===== config.mk =====
export PLATFORM = sky130hd
export DESIGN_NAME = elevator_ctrl
export DESIGN_NICKNAME = d
export VERILOG_FILES = /design/src/rtl/elevator_ctrl.sv
export SDC_FILE = /design/constraint.sdc
export NUM_CORES = 1
export LEC_CHECK = 0
export BUFFER_PORTS_ARGS = -buffer_cell sky130_fd_sc_hd__buf_4
export CORE_ASPECT_RATIO = 0.8
export CORE_UTILIZATION = 24
export DETAILED_ROUTE_END_ITERATION = 6
export PLACE_DENSITY = 0.5
export RECOVER_POWER = 100
export SLEW_MARGIN = 20
export SYNTH_ARGS = -nofsm -noshare
export SYNTH_HDL_FRONTEND = slang
export SYNTH_SLANG_ARGS = --single-unit

===== constraint.sdc =====
create_clock -name clk -period 3.5 [get_ports clk]
set_clock_uncertainty 0.2 [all_clocks]
set_input_delay 0.175 -clock clk [delete_from_list [all_inputs] [get_ports clk]]
set_output_delay 0.175 -clock clk [all_outputs]
set_load 0.02 [all_outputs]

===== src/rtl/elevator_ctrl.sv =====
// rtl/elevator_ctrl.sv - SCAN elevator car controller with request latching and door timing
// Optional: define ELEVATOR_ESTOP_EN to add the estop hold input.
module elevator_ctrl #(
  parameter  int FLOORS      = 8,
  parameter  int MOVE_CYCLES = 3,
  parameter  int DOOR_CYCLES = 4,
  localparam int FW          = (FLOORS > 2) ? $clog2(FLOORS) : 1
) (
  input  logic              clk,
  input  logic              reset,
  input  logic [FLOORS-1:0] call_req,
`ifdef ELEVATOR_ESTOP_EN
  input  logic              estop,
`endif
  output logic [FW-1:0]     floor,
  output logic              moving_up,
  output logic              moving_down,
  output logic              door_open,
  output logic [FLOORS-1:0] pending
);

  localparam int MW = (MOVE_CYCLES > 1) ? $clog2(MOVE_CYCLES) : 1;
  localparam int DW = (DOOR_CYCLES > 1) ? $clog2(DOOR_CYCLES) : 1;
  localparam logic [MW-1:0] MOVE_LAST = MW'(MOVE_CYCLES - 1);
  localparam logic [DW-1:0] DOOR_LAST = DW'(DOOR_CYCLES - 1);

  typedef enum logic [1:0] {S_IDLE, S_MOVE_UP, S_MOVE_DOWN, S_DOOR} state_t;

  state_t          state;
  logic            dir_up;
  logic [MW-1:0]   move_cnt;
  logic [DW-1:0]   door_cnt;

  logic              hold;
  logic [FLOORS-1:0] eff;
  logic [FLOORS-1:0] cur_bit;
  logic [FLOORS-1:0] clear;
  logic [FLOORS-1:0] pend_nxt;
  logic [FW-1:0]     floor_up;
  logic [FW-1:0]     floor_dn;
  logic              here_i, above_i, below_i;
  logic              cont_up, cont_dn;

  function automatic logic any_above(input logic [FLOORS-1:0] v, input int f);
    logic r;
    r = 1'b0;
    for (int i = 0; i < FLOORS; i++)
      if (i > f && v[i]) r = 1'b1;
    return r;
  endfunction

  function automatic logic any_below(input logic [FLOORS-1:0] v, input int f);
    logic r;
    r = 1'b0;
    for (int i = 0; i < FLOORS; i++)
      if (i < f && v[i]) r = 1'b1;
    return r;
  endfunction

  // Request view, served-bit clearing and arrival look-ahead
  always_comb begin
`ifdef ELEVATOR_ESTOP_EN
    hold = estop;
`else
    hold = 1'b0;
`endif
    eff            = pending | call_req;
    cur_bit        = '0;
    cur_bit[floor] = 1'b1;
    clear          = '0;
    if (!hold) begin
      if (state == S_IDLE && eff[floor])      clear = cur_bit;
      if (state == S_DOOR && call_req[floor]) clear = cur_bit;
    end
    pend_nxt = eff & ~clear;
    here_i   = eff[floor];
    above_i  = any_above(eff, int'(floor));
    below_i  = any_below(eff, int'(floor));
    floor_up = floor + 1'b1;
    floor_dn = floor - 1'b1;
    // Keep travelling only when the next floor is not a stop and work remains beyond it;
    // a stop goes through IDLE, which opens the door one cycle after arrival.
    cont_up  = !pend_nxt[floor_up] && any_above(pend_nxt, int'(floor_up));
    cont_dn  = !pend_nxt[floor_dn] && any_below(pend_nxt, int'(floor_dn));
  end

  // Car FSM with registered status outputs; estop freezes everything except request latching
  always_ff @(posedge clk) begin
    if (reset) begin
      state       <= S_IDLE;
      floor       <= '0;
      pending     <= '0;
      dir_up      <= 1'b1;
      move_cnt    <= '0;
      door_cnt    <= '0;
      moving_up   <= 1'b0;
      moving_down <= 1'b0;
      door_open   <= 1'b0;
    end else begin
      pending <= pend_nxt;
      if (!hold) begin
        case (state)
          S_IDLE: begin
            if (here_i) begin
              state     <= S_DOOR;
              door_open <= 1'b1;
              door_cnt  <= '0;
            end else if (above_i && (dir_up || !below_i)) begin
              state     <= S_MOVE_UP;
              dir_up    <= 1'b1;
              moving_up <= 1'b1;
              move_cnt  <= '0;
            end else if (below_i) begin
              state       <= S_MOVE_DOWN;
              dir_up      <= 1'b0;
              moving_down <= 1'b1;
              move_cnt    <= '0;
            end
          end
          S_MOVE_UP: begin
            if (move_cnt == MOVE_LAST) begin
              move_cnt <= '0;
              floor    <= floor_up;
              if (!cont_up) begin
                state     <= S_IDLE;
                moving_up <= 1'b0;
              end
            end else begin
              move_cnt <= move_cnt + 1'b1;
            end
          end
          S_MOVE_DOWN: begin
            if (move_cnt == MOVE_LAST) begin
              move_cnt <= '0;
              floor    <= floor_dn;
              if (!cont_dn) begin
                state       <= S_IDLE;
                moving_down <= 1'b0;
              end
            end else begin
              move_cnt <= move_cnt + 1'b1;
            end
          end
          S_DOOR: begin
            if (call_req[floor]) begin
              door_cnt <= '0;
            end else if (door_cnt == DOOR_LAST) begin
              state     <= S_IDLE;
              door_open <= 1'b0;
              door_cnt  <= '0;
            end else begin
              door_cnt <= door_cnt + 1'b1;
            end
          end
          default: state <= S_IDLE;
        endcase
      end
    end
  end

endmodule

Yosys cells after proc, flatten, opt, wreduce, memory -nomap -nowiden
Index checks and enable logic that the tools add are counted.
{"block": "word_totals", "register_bits": 21, "inputBits": 10, "out_inout_bits": 14, "wordCells": 200}
{"block": "classes", "addsub": 4, "magnitude_cmp": 32, "eq_ne": 18, "n_mux": 79, "bitwise": 4, "n_reduce_logical": 54}
{"operator": "$mux W1", "count": 47}
{"operator": "$logic_and A1 B1 Y1", "count": 34}
{"operator": "$mux W2", "count": 16}
{"operator": "$gt A3 B3 Y1 const A", "count": 8}
{"operator": "$lt A3 B3 Y1 const A", "count": 6}
{"operator": "$ne A2 B2 Y1 const B", "count": 9}
{"operator": "$mux W8", "count": 2}
{"operator": "$bmux W1 S3", "count": 4}
{"operator": "$gt A2 B3 Y1 const A", "count": 4}
{"operator": "$lt A1 B3 Y1 const A", "count": 4}
{"operator": "$lt A2 B3 Y1 const A", "count": 4}
{"operator": "$lt A3 B4 Y1 const B", "count": 3}
{"operator": "$reduce_bool A2 Y1", "count": 6}
{"operator": "$reduce_and A3 Y1", "count": 3}
{"operator": "$and A8 B8 Y8", "count": 1}
{"operator": "$eq A2 B2 Y1 const B", "count": 4}
{"operator": "$not A8 Y8", "count": 1}
{"operator": "$or A8 B8 Y8", "count": 1}
{"operator": "$pmux W2 S2", "count": 2}
{"operator": "$pmux W2 S4", "count": 1}
{"operator": "$reduce_and A7 Y1", "count": 1}
{"operator": "$gt A1 B3 Y1 const A", "count": 2}
{"operator": "$mux W3", "count": 2}
{"operator": "$pmux W1 S2", "count": 3}
{"operator": "19 further kinds", "count": 23}

Longest topological paths before layout
{"block": "depth", "depth_word": 20, "depth_mapped": 12, "mapped_depth_nobuf": 10}

Worst setup path after synthesis
OpenSTA, ideal clock, no wires.
{"block": "synth_timing", "kind": "register to register", "from": "reg floor[0]", "to": "reg state[1]", "setup_time_ps": 123, "t_arrival_ps": 2930, "t_required_ps": 3177, "setup_slack_ps": 246, "path_stages_with_launch": 13, "path_buffers": 2, "synth_period_minus_slack_ps": 3254, "path_cell_list": "dfxtp_1 > buf_6 > buf_2 > clkinv_1 > ha_1 > a21o_1 > or3_1 > o221ai_1 > or4_1 > o21a_1 > o311ai_0 > nor4_2 > mux2_1"}
{"block": "synth_via", "elab_chain_cells": 19, "elab_cells_between_ends": 120, "cone_classes": "add/sub: 2; order compare: 30; eq/ne: 4; mux: 43; bitwise: 2; reduce/logical: 39"}
{"item": "from (decl)", "line_no": "15", "text": "output logic [FW-1:0] floor,"}
{"item": "from (signal assigned)", "line_no": "123", "text": "floor <= floor_up;"}
{"item": "from (signal assigned)", "line_no": "135", "text": "floor <= floor_dn;"}
{"item": "$lt A3 B4 Y1 (not written as such) / $ge A3 B1 Y1 (equally long branches)", "line_no": "69", "text": "cur_bit[floor] = 1'b1;"}
{"item": "$logic_and A1 B1 Y1 (not written as such)", "line_no": "69"}
{"item": "$mux W1 (not written as such)", "line_no": "69"}
{"item": "$demux W1 S3", "line_no": "69"}
{"item": "$mux W8", "line_no": "72", "text": "if (state == S_IDLE && eff[floor]) clear = cur_bit;"}
{"item": "$mux W8", "line_no": "73", "text": "if (state == S_DOOR && call_req[floor]) clear = cur_bit;"}
{"item": "$not A8 Y8", "line_no": "75", "text": "pend_nxt = eff & ~clear;"}
{"item": "$and A8 B8 Y8", "line_no": "75"}
{"item": "$logic_and A1 B1 Y1 (on tied branches)", "line_no": "56, 48"}
{"item": "$mux W1 (on tied branches) (7 in a row)", "line_no": "56, 48"}
{"item": "$logic_and A1 B1 Y1 (on tied branches)", "line_no": "84, 83"}
{"item": "$ne A2 B2 Y1 (no source line)"}
{"item": "$reduce_and A7 Y1 (no source line)"}
{"item": "to (signal assigned)", "line_no": "90", "text": "state <= S_IDLE;"}
{"item": "to (signal assigned)", "line_no": "105", "text": "state <= S_DOOR;"}
{"item": "to (signal assigned)", "line_no": "109", "text": "state <= S_MOVE_UP;"}
{"item": "to (decl)", "line_no": "29", "text": "state_t state;"}
Parallel ways exist; a longest one is shown, timed or not. The select of a mux whose other input is x is not followed.
A chain may end at the register's enable or synchronous reset.

Final worst setup path
{"block": "layout_timing", "from": "reg floor[0]", "to": "reg moving_down"}
{"block": "layout_via", "elab_chain_cells": 19, "elab_cells_between_ends": 91, "cone_classes": "add/sub: 1; order compare: 23; eq/ne: 4; mux: 31; bitwise: 2; reduce/logical: 30"}
{"item": "$lt A3 B4 Y1 (not written as such) / $ge A3 B1 Y1 (equally long branches)", "line_no": "69"}
{"item": "$logic_and A1 B1 Y1 (not written as such)", "line_no": "69"}
{"item": "$mux W1 (not written as such)", "line_no": "69"}
{"item": "$demux W1 S3", "line_no": "69"}
{"item": "$mux W8", "line_no": "72"}
{"item": "$mux W8", "line_no": "73"}
{"item": "$not A8 Y8", "line_no": "75"}
{"item": "$and A8 B8 Y8", "line_no": "75"}
{"item": "$logic_and A1 B1 Y1", "line_no": "56", "text": "if (i < f && v[i]) r = 1'b1;"}
{"item": "$mux W1 (7 in a row)", "line_no": "56"}
{"item": "$logic_and A1 B1 Y1", "line_no": "84", "text": "cont_dn = !pend_nxt[floor_dn] && any_below(pend_nxt, int'(floor_dn));"}
{"item": "$ne A2 B2 Y1 (no source line)"}
{"item": "$reduce_and A6 Y1 (no source line) (*)"}
{"item": "to (signal assigned)", "line_no": "97", "text": "moving_down <= 1'b0;"}
{"item": "to (signal assigned)", "line_no": "116", "text": "moving_down <= 1'b1;"}
{"item": "to (signal assigned)", "line_no": "138", "text": "moving_down <= 1'b0;"}
{"item": "to (decl)", "line_no": "17", "text": "output logic moving_down,"}
Every way passes the cells marked *; elsewhere a longest branch is shown, timed or not. The select of a mux whose other input is x is not followed.

==> results.toml <==
[status]
outcome = "completed"

[logic_synthesis]
post-synth-top-count-cell = "nor2_1"
synth_seq_area_share_pct = 20.6
ys_top_cells_by_count = "nor2_1, dfxtp_1, nand2_1, ha_1"
postSynth.asyncResetShare_pct = 0
netlist_instances = 260
synth_largest_area_cell = "dfxtp_1"
yosysWarnings = 0
ys_ff_latch = 21
synth_top_area_share_pct = 20.6
synth.area.top_cells = "dfxtp_1, ha_1, nor2_1"
ys.flop_type = "dfxtp_1"
syn-num-nets = 284
synthesis.area_sq_mm = 0.00204
synth-edff-count = 0
syn_area_per_cell_sq_um = 7.84
synth.distinct_cells = 67

[cells_and_area]
drive_above_1_share_pct = 15.3
area_growth_pct = 16.7
finalNetCount = 313
n_antenna_cell = 0

[power_and_ir_drop]
p_sw_share_pct = 43.5
p_sw_uw = 448
power_per_cell_area_mw_per_mm2 = 432
power_frac_clock_pct = 16.8
leakage_uw = 0.000928
combPwrFrac_pct = 52.1
vdd_ir_drop_max_mv = 0.131
power.internal_uw = 581
fin_total_pwr_uw = 1030
p_seq_share_pct = 31.0

[die]
die_area_sq_mm = 0.00887
die_w_microns = 105
start_util_pct = 25.2
num_rows = 29
core_sq_mm = 0.00809
io_pins = 24
die_y_microns = 84.4

[worst_hold_path]
hp-class = "input pin to flop"
hp-start = "reset"

[sta]
fmax_mhz = 302
hold_violations = 0
max_slew_margin_pct = 54.8
finalSetupViolCount = 0
min_period_ps = 3320
rsz0062_at_grt = "no"
tightest_slew_ps = 661
setup_tns_ps = 0
fin_crit_sh_pct = 94.7
finalMaxSlewViolations = 0
holdWs_ps = 46.8

[worst_setup_path]
critPathArrivalTime_ps = 3290
critical-path-max-stage-delay_ps = 530
path_cells = "buf_12 > nor3b_1 > mux4_2 > or3_1 > o221ai_1 > buf_4 > o211a_1 > nor3_1 > nor4_1 > mux2_1"
critPathKind = "flop to flop"
critPathLaunchType = "flop"
end_kind = "flop"
crit_required_ps = 3470
startpoint = "floor[0]"
worstRegToRegCells = 10
endpoint = "moving_down"
r2r_end = "moving_down"
rrSetupSlack_ps = 180
crit_path_top_delay_cell = "mux4_2"
reg2reg_from = "floor[0]"
crit_fanout = 41

[clock_tree]
cts_buffers = 3
clk_path_buf_depth = 2
hold_buffers = 0
clkTransAtPathRegs_ps = 90
cts-resized-gates = 0
clock_latency_ps = 280
cts_tree = "built"
post_cts.repair.setup_buffers = 0
cts_sinks = 21
clockRootBuffer = "clkbuf_8"
h-tree-depth = 1

[drt]
ant_nets = 0
drc = 0
via_per_inst = 5.34
totalWireLength_microns = 6420
post_drt_wl_per_cell_microns = 16.2
drtPass1Iterations = 5
via_count = 2116
drt-initial-drc-count = 247

[global_route]
overflow = 0
track_usage_pct = 15.1
grt_pass1_vias = 2017
grt_max_degree = 42
grt_pass1_wl_microns = 10500
antenna_found_initial = 0

[flow_run]
cap_violations = 0

[placement]
finalWeightedCongestion = 0.906
hpwlAfterDp_microns = 4920
io_buffers = 23
## sequential cells by signal, indices dropped and copies added, names as in the netlist
register,flops
pending,8
move_cnt,2
dir_up,1
moving_down,1
door_open,1
floor,3
moving_up,1
state,2
door_cnt,2
## power by group through the flow
stage	Sequential, uW	Clock [uW]	Combinational [uW]
floorplan	345	0	367
global placement	326	0	566
detailed placement	326	0	557
CTS	321	183	560
global route	329	194	601
finish	319	173	536
## per-layer routing
layer	vias to the layer above	track usage, %	routed length (microns)
li1	1029	-	-
met1	981	21.7	2970
met2	102	22.1	2720
met3	4	4.50	706
met4	0	3.07	29
met5	-	0	0
## metrics by stage
| step | std cells | utilization [%] | area [sq um] | setup WS [ps] |
|---|---|---|---|---|
| after floorplan | 260 | - | 2040 | 246 |
| after global placement | 392 | 29.7 | 2410 | 199 |
| after detailed placement | 392 | 29.7 | 2410 | 192 |
| after CTS | 396 | 30.3 | 2450 | 162 |
| after global routing | 396 | 29.4 | 2380 | 34.8 |
| final | 396 | 29.4 | 2380 | 185 |
## cells in the final DEF, fill, tap and decap left out, types with 3 or more instances in the layout
master and count:
nor2_1 37, buf_4 21, dfxtp_1 20, nand2_1 18
clkbuf_1 15, ha_1 14, o21ai_0 12, a21oi_1 12
inv_1 9, nor3_1 7, nor2b_1 7, nand3_1 7
nor4_1 6, o22ai_1 5, o21a_1 5, a22oi_1 5
nand2b_1 5, mux2_2 4, a41oi_1 4, a21o_1 3
or3_1 3, o221ai_1 3, or2_2 3, nor3b_1 3
mux4_2 3, mux2i_1 3, a211oi_1 3, clkbuf_8 3
## worst max-delay path: cells and delay by family, from the launching register on
| kind | cells | cell delay (ps) |
|---|---|---|
| AOI/OAI and AO/OA | 2 | 420 |
| buffers and inverters | 2 | 350 |
| DFF | 1 | 340 |
| muxes | 2 | 890 |
| and+or+nand+nor | 4 | 1000 |
## cell type report
class | instances | area [sq um]
Sequential cell | 21 | 422
Fill cell | 896 | 5710
Clock buffer | 3 | 41.3
Tap cell | 108 | 135
Clock inverter | 1 | 5.00
Inverter | 11 | 41.3
Timing Repair Buffer | 38 | 254
Multi-Input combinational cell | 214 | 1480
## worst min-delay path by stage
| stage | to | cells past startpoint | slack [ps] |
|---|---|---|---|
| final | move_cnt[1] | 2 | 50 |
| after global placement | moving_up | 2 | 290 |
| after CTS | move_cnt[1] | 2 | 50 |
| after detailed placement | moving_up | 2 | 270 |
| after global routing | door_open | 2 | 70 |
| after floorplan | state[0] | 2 | 160 |
## cell families after synthesis
logic type	share of synthesized area [%]
compound gates	27.6
flops	20.6
simple gates	28.0
xor+xnor	1.29
buf+inv	5.83
fa+ha+maj	8.59
mux	8.10
Note: power is estimated with default switching activity, not from simulation.
